`src/rtl/mips_pkg.sv`:
```
// rtl/mips_pkg.sv - shared constants and types for the MIPS core
package mips_pkg;

  localparam int REG_ADDR_W = 5;
  localparam int NUM_REGS   = 32;
  localparam int NUM_CNTS   = 8;

  typedef enum logic [2:0] {
    CNT_RTYPE = 3'd0,
    CNT_LW    = 3'd1,
    CNT_SW    = 3'd2,
    CNT_J     = 3'd3,
    CNT_BEQ   = 3'd4,
    CNT_BNE   = 3'd5,
    CNT_NOP   = 3'd6,
    CNT_TOTAL = 3'd7
  } cnt_sel_e;

endpackage

```
`src/rtl/wb_retire_counters.sv`:
```
// rtl/wb_retire_counters.sv - per-class retirement counters with registered readout
module wb_retire_counters
  import mips_pkg::*;
#(
  parameter int CNT_W = 32
) (
  input  logic             clk,
  input  logic             rst,
  input  logic [6:0]       class_i,
  input  logic             cnt_clear_i,
  input  logic [2:0]       cnt_sel_i,
  output logic [CNT_W-1:0] cnt_value_o
);

  logic [CNT_W-1:0] cnt_q [NUM_CNTS];
  logic [CNT_W-1:0] cnt_d [NUM_CNTS];
  logic [CNT_W-1:0] cnt_value_q;
  logic             any_retire;

  // nop retires an instruction slot but is not counted in the total
  assign any_retire = |class_i[5:0];

  always_comb begin
    for (int i = 0; i < NUM_CNTS; i++) begin
      cnt_d[i] = cnt_q[i];
    end
    if (cnt_clear_i) begin
      for (int i = 0; i < NUM_CNTS; i++) begin
        cnt_d[i] = '0;
      end
    end else begin
      for (int i = 0; i < int'(CNT_TOTAL); i++) begin
        cnt_d[i] = cnt_q[i] + CNT_W'(class_i[i]);
      end
      cnt_d[CNT_TOTAL] = cnt_q[CNT_TOTAL] + CNT_W'(any_retire);
    end
  end

  always_ff @(posedge clk or posedge rst) begin
    if (rst) begin
      for (int i = 0; i < NUM_CNTS; i++) begin
        cnt_q[i] <= '0;
      end
      cnt_value_q <= '0;
    end else begin
      for (int i = 0; i < NUM_CNTS; i++) begin
        cnt_q[i] <= cnt_d[i];
      end
      cnt_value_q <= cnt_q[cnt_sel_i];
    end
  end

  assign cnt_value_o = cnt_value_q;

endmodule

```
`src/rtl/wb_regfile.sv`:
```
// rtl/wb_regfile.sv - write-back stage and 32-entry register file with write-through bypass
module wb_regfile
  import mips_pkg::*;
#(
  parameter int DATA_W = 32,
  parameter int CNT_W  = 32
) (
  input  logic                  clk,
  input  logic                  rst,
  input  logic                  wb_mem_to_reg,
  input  logic                  wb_reg_write,
  input  logic [DATA_W-1:0]     wb_read_data,
  input  logic [DATA_W-1:0]     wb_address,
  input  logic [REG_ADDR_W-1:0] wb_reg_dest,
  input  logic                  wb_rtype,
  input  logic                  wb_lw,
  input  logic                  wb_sw,
  input  logic                  wb_j,
  input  logic                  wb_beq,
  input  logic                  wb_bne,
  input  logic                  wb_nop,
  input  logic [REG_ADDR_W-1:0] rd_addr1,
  input  logic [REG_ADDR_W-1:0] rd_addr2,
  output logic [DATA_W-1:0]     rd_data1,
  output logic [DATA_W-1:0]     rd_data2,
  output logic [DATA_W-1:0]     wb_data,
  input  logic [2:0]            cnt_sel,
  input  logic                  cnt_clear,
  output logic [CNT_W-1:0]      cnt_value
);

  logic [DATA_W-1:0] regs_q [NUM_REGS];
  logic              wr_en;

  assign wb_data = wb_mem_to_reg ? wb_read_data : wb_address;
  assign wr_en   = wb_reg_write && (wb_reg_dest != '0);

  always_ff @(posedge clk or posedge rst) begin
    if (rst) begin
      for (int i = 0; i < NUM_REGS; i++) begin
        regs_q[i] <= '0;
      end
    end else if (wr_en) begin
      regs_q[wb_reg_dest] <= wb_data;
    end
  end

  // r0 check comes first so a bypassed write can never leak onto a read of r0
  assign rd_data1 = (rd_addr1 == '0)                   ? '0      :
                    (wr_en && rd_addr1 == wb_reg_dest) ? wb_data : regs_q[rd_addr1];
  assign rd_data2 = (rd_addr2 == '0)                   ? '0      :
                    (wr_en && rd_addr2 == wb_reg_dest) ? wb_data : regs_q[rd_addr2];

  wb_retire_counters #(
    .CNT_W(CNT_W)
  ) u_counters (
    .clk         (clk),
    .rst         (rst),
    .class_i     ({wb_nop, wb_bne, wb_beq, wb_j, wb_sw, wb_lw, wb_rtype}),
    .cnt_clear_i (cnt_clear),
    .cnt_sel_i   (cnt_sel),
    .cnt_value_o (cnt_value)
  );

endmodule

```
`config.mk`:
```
export PLATFORM = sky130hd
export DESIGN_NAME = wb_regfile
export DESIGN_NICKNAME = d
export VERILOG_FILES = /design/src/rtl/mips_pkg.sv /design/src/rtl/wb_retire_counters.sv /design/src/rtl/wb_regfile.sv
export SDC_FILE = /design/constraint.sdc
export NUM_CORES = 2
export LEC_CHECK = 0
export CORE_ASPECT_RATIO = 0.9
export CORE_MARGIN = 5
export CORE_UTILIZATION = 56
export CTS_CLUSTER_DIAMETER = 80
export CTS_CLUSTER_SIZE = 25
export DETAILED_ROUTE_END_ITERATION = 6
export PLACE_DENSITY_LB_ADDON = 0.12
export SETUP_SLACK_MARGIN = 0.3
export SLEW_MARGIN = 0
export SYNTH_ARGS = -nofsm -noshare
export SYNTH_HDL_FRONTEND = slang
export SYNTH_SLANG_ARGS = --single-unit
```
`constraint.sdc`:
```
create_clock -name clk -period 47.5 [get_ports clk]
set_input_delay 9.5 -clock clk [delete_from_list [all_inputs] [get_ports clk]]
set_output_delay 9.5 -clock clk [all_outputs]
set_load 0.005 [all_outputs]
```
# Word level (Yosys, flattened, before mapping)
# Cells that the tools add are included.
[classes]
bitwise = 4
add_sub_neg = 8
n_reduce_logical = 8
n_eq_ne = 2
mux = 18
magnitude_cmp = 5
[ops]
columns = ["operator", "n"]
rows = [
  ["1024-bit bitwise mux", 1],
  ["32-bit two-way mux", 12],
  ["32-bit binary-select mux with 5-bit select", 2],
  ["32-bit by 1-bit adder with 32-bit output", 8],
  ["256-bit two-way mux", 1],
  ["32-bit demux with 5-bit select", 1],
  ["32-bit binary-select mux with 3-bit select", 1],
  ["6-bit >= comparator (second input constant)", 3],
  ["5-bit inverter with 6-bit output", 3],
  ["5-bit == test", 2],
  ["5-bit logical NOT", 2],
  ["6-bit by 1-bit < comparator with 1-bit output (second input constant)", 1],
  ["6-bit OR reduction", 1],
  ["5-bit nonzero test", 1],
  ["4-bit >= comparator (second input constant)", 1],
  ["1-bit logical AND", 4],
  ["3-bit inverter with 4-bit output", 1],
]
[word_totals]
output_inout_bits = 128
in_bits = 94
elab_cells = 86
register_bits = 1312

# Longest topological paths before layout
[logic_depth]
ltp_word = 6
depth_mapped = 10
mapped_depth_nobuf = 8

# Hierarchy
# From an unflattened synthesis, not the netlist that was laid out.
[unflattened]
hier_cells = 6496
area_unflattened_um2 = 69521.7
[by_module_without_submodules]
columns = ["module", "seq_area_each_um2", "area_per_inst_um2", "cells_each", "instances"]
rows = [
  ["wb_regfile", 25624.6, 53545.1, 4942, 1],
  ["wb_retire_counters", 7206.9, 15976.6, 1554, 1],
]

# Worst setup path before layout
# Ideal clock, no wire load.
[synth_timing]
path_kind = "input-to-output"
start = "in rd_addr1[0]"
end = "out rd_data1[11]"
t_required_ns = 38.000
n_path_buf = 3
t_arrival_ns = 11.258
stages = 7
path_slack_ns = 26.742
path_cell_list = "buf_4 -> buf_2 -> buf_2 -> mux4_2 -> a32oi_1 -> nand4_1 -> mux2_2"
[synth_between]
elab_chain_cells = 6
word_cells_on_any_way = 9
classes_between = "eq/ne (1); mux (5); bitwise (1); reduce/logical (2)"
[synth_lines]
columns = ["item", "line", "text"]
rows = [
  ["from (decl)", "wb_regfile.sv:22", "input logic [REG_ADDR_W-1:0] rd_addr1,"],
  ["5-bit inverter with 6-bit output (not written as such)", "wb_regfile.sv:50", "(wr_en && rd_addr1 == wb_reg_dest) ? wb_data : regs_q[rd_addr1];"],
  ["32-bit binary-select mux with 5-bit select", "wb_regfile.sv:50", ""],
  ["32-bit two-way mux (not written as such) (2 in a row)", "wb_regfile.sv:50", ""],
  ["32-bit two-way mux", "wb_regfile.sv:50", ""],
  ["32-bit two-way mux (*)", "wb_regfile.sv:49", "assign rd_data1 = (rd_addr1 == '0) ? '0 :"],
  ["to (decl)", "wb_regfile.sv:24", "output logic [DATA_W-1:0] rd_data1,"],
]
# Every way passes the cells marked *; elsewhere a longest branch is shown, timed or not. The select of a mux whose other input is x is not followed.

# Final worst setup path
[layout_timing]
start = "in rd_addr2[0]"
end = "out rd_data2[17]"
[layout_between]
elab_chain_cells = 6
word_cells_on_any_way = 9
classes_between = "eq/ne (1); mux (5); bitwise (1); reduce/logical (2)"
[layout_lines]
columns = ["item", "line", "text"]
rows = [
  ["from (decl)", "wb_regfile.sv:23", "input logic [REG_ADDR_W-1:0] rd_addr2,"],
  ["5-bit inverter with 6-bit output (not written as such)", "wb_regfile.sv:52", "(wr_en && rd_addr2 == wb_reg_dest) ? wb_data : regs_q[rd_addr2];"],
  ["32-bit binary-select mux with 5-bit select", "wb_regfile.sv:52", ""],
  ["32-bit two-way mux (not written as such) (2 in a row)", "wb_regfile.sv:52", ""],
  ["32-bit two-way mux", "wb_regfile.sv:52", ""],
  ["32-bit two-way mux (*)", "wb_regfile.sv:51", "assign rd_data2 = (rd_addr2 == '0) ? '0 :"],
  ["to (decl)", "wb_regfile.sv:25", "output logic [DATA_W-1:0] rd_data2,"],
]
# Marked as above.

==> impl_metrics.tcl <==
set metrics [dict create \
    cp_max_fo 69 \
    path_buf_inv 5 \
    hold_violations 0 \
    final.min_clock_period_ns 24.00 \
    async_flop_share_pct 100.0 \
    wl_um 228600 \
    antenna_found_initial 8 \
    path_cells "buf_8 > buf_4 > buf_4 > buf_4 > mux2i_1 > a221oi_1 > o21ai_0 > and3_1 > a221oi_1 > clkdlybuf4s50_1" \
    yosysSeqAreaShare_pct 48.12 \
    setup_violations 0 \
    row_count 121 \
    leakage_nw 30.90 \
    cpMostUsedCell "buf_4" \
    period_share_pct 50.52 \
    crit_slowest_cell "buf_4" \
    grt_overflow 0 \
    die_h_um 341.1 \
    die_x_um 377.9 \
    cts_tree "built" \
    cp_top_family "buffers and inverters" \
    yosys.cell_types.count 67 \
    start_kind "input port" \
    finClkSkew_ns 0.02466 \
    synth_area_leader_cell "dfrtp_1" \
    grt_setup_unrepaired "no" \
    ant_nets 0 \
    slew_headroom_pct 17.37 \
    vdd_drop_max_mv 0.03334 \
    io_pins 222 \
    drc 14 \
    synth_cells 6414 \
    crit_required_ns 38.00 \
    dieArea_um2 128900 \
    syn2layout_area_growth_pct 7.778 \
    initial_utilization_pct 56.40 \
    clk_latency_ns 0.70 \
    cts_root_buf "clkbuf_16" \
    cts_hold_buf 0 \
    vias_per_cell 6.760 \
    cts_made_buffers 66 \
    post_cts_buffers 0 \
    cap_violations 0 \
    syn_avg_cell_area_um2 10.64 \
    first_pass_iters 7 \
    vias 53105 \
    cts_resized 0 \
    final-max-slew-violation-count 0 \
    fmaxAchievable_ghz 0.04168 \
    avgRoutedWirePerCell_um 29.10 \
    p_per_area_nw_per_um2 36.81 \
    yosys.area.top_type_share_pct 48.12 \
    worst_pin_slew_ns 1.240 \
    failed_checks "DRC" \
    grt_first_pass_wirelength_um 341000 \
    synth_nets 6524 \
    clock_path_buffers 3 \
    synth-seq-cells 1312 \
    critPathArrivalTime_ns 14.50 \
    holdCritPathClass "flip-flop to flip-flop" \
    fin_setup_tns_ns 0 \
    yosysWarnings 0 \
    port_buffers 221 \
    cpPeakStageDelay_ns 0.80 \
    clk_pin_slew_ns 0.09 \
    nNetsFinal 6340 \
    drt_iter0_markers 6582 \
    drive_gt1_share_pct 14.07 \
    crit_type "input port to primary output" \
    synth-edff-count 0 \
    core_area_um2 121000 \
    grt_start_max_net_pins 100 \
    synthTopCellsByArea "dfrtp_1 (48%), mux4_2 (16%), o21ai_0 (5.0%)" \
    cts_max_level 3 \
    outcome "finished, violations left" \
    dp_slack_ns 23.40 \
    grt_use_total_pct 35.43 \
    routabilityCongestion 0.8611 \
    synth-main-ff-cell "dfrtp_1" \
    syn-cell-area_um2 68230 \
    grt_pass1_vias 51323 \
    dp_hpwl_um 138600 \
    crit_path_end_kind "primary output" \
    worst_slack_ns 23.50 \
    clock_sinks 1312 \
]
-- cell usage in the layout (no fill, tap or decap), drive strengths merged, types with 37 or more instances in the layout --
cell type,instances
dfrtp,1312
nand2,746
nor2,692
o21ai,687
mux4,487
a21oi,460
clkdlybuf4s50,207
mux2i,207
buf,143
xnor2,108
nand3,106
a22oi,105
xor2,100
o22ai,85
nor3,82
inv,82
clkbuf,79
nand4,75
a221oi,49
mux2,48
nor4,42
nor2b,40
or3,37
-- cells by family after synthesis --
family | Yosys count | share of synthesized area (%)
xor+xnor | 208 | 2.670
fa+ha+maj | 16 | 0.2934
compound gates | 1499 | 12.41
buf+inv | 679 | 3.992
mux | 742 | 19.91
simple gates | 1958 | 12.60
flops | 1312 | 48.12
-- cell type report --
| class | instances | area [um2] |
|---|---|---|
| clock inverter | 15 | 171.4 |
| multi-input combinational | 4423 | 33220 |
| sequential | 1312 | 32830 |
| fill | 10023 | 47430 |
| antenna | 2 | 5.005 |
| inverter | 76 | 292.8 |
| tap | 1599 | 2001 |
| clock buffer | 78 | 1813 |
| timing repair buffer | 351 | 3202 |
-- path summary, 6_finish.rpt --
kind                                                 startpoint  cells past startpoint  slack, ns                              end
max in group asynchronous                                   rst                      6      34.15          regs_q[880]$_DFFE_PP0P_
worst min register to register         regs_q[1002]$_DFFE_PP0P_                      0       0.40         regs_q[1002]$_DFFE_PP0P_
worst max register to register  u_counters.cnt_q[224]$_DFF_PP0_                      7      44.79  u_counters.cnt_q[250]$_DFF_PP0_
min in group asynchronous                                   rst                      2       9.25    u_counters.cnt_q[6]$_DFF_PP0_
worst min-delay path                   regs_q[1002]$_DFFE_PP0P_                      0       0.40         regs_q[1002]$_DFFE_PP0P_
worst max-delay path                                rd_addr2[0]                     10      23.50                     rd_data2[17]
-- state kept, by name, indices dropped and copies added, names as in the netlist --
| register | cells |
|---|---|
| regs_q | 1024 |
| u_counters.cnt_q | 256 |
| u_counters.cnt_value_o | 32 |
-- synthesized netlist by cell type (all sizes together) (9+ instances only) --
library cell and number:
dfrtp 1312, nand2 746, nor2 692, o21ai 687
mux4 487, clkbuf 474, a21oi 460, mux2i 207
buf 126, xnor2 108, nand3 106, a22oi 105
xor2 100, o22ai 85, nor3 82, inv 76
nand4 75, a221oi 49, mux2 48, nor4 42
nor2b 40, or3 37, and3 36, and4 33
a211oi 22, nand2b 22, ha 16, a2111oi 15
a221o 15, or2 15, a32oi 10, nor3b 9
-- where the power goes --
group	switching, mW	internal, mW
sequential	0.143	1.30
clock	0.386	0.284
combinational	0.304	0.292
total	0.833	1.87
-- metrics by stage --
| stage | power, mW | instance area, um2 | hold slack, ns | util (%) | cells |
|---|---|---|---|---|---|
| after floorplan | 1.845 | 68230 | 0.4413 | - | 6414 |
| after global placement | 2.020 | 71540 | 0.3770 | 59.14 | 7761 |
| after detailed placement | 2.045 | 71540 | 0.3841 | 59.14 | 7761 |
| after CTS | 2.703 | 73530 | 0.4046 | 60.78 | 7854 |
| after global routing | 2.831 | 73530 | 0.4120 | 60.78 | 7854 |
| final | 2.707 | 73530 | 0.4028 | 60.79 | 7856 |
-- per-layer routing --
| metal | share of wire (%) | track usage [%] | vias to the layer above |
|---|---|---|---|
| met5 | 0.026 | 0 | - |
| met4 | 5.4 | 15.80 | 10 |
| met3 | 11 | 9.911 | 628 |
| met2 | 44 | 51.76 | 2951 |
| met1 | 39 | 50.05 | 26811 |
| li1 | - | - | 22705 |
Power figures use the tool's default switching activity.
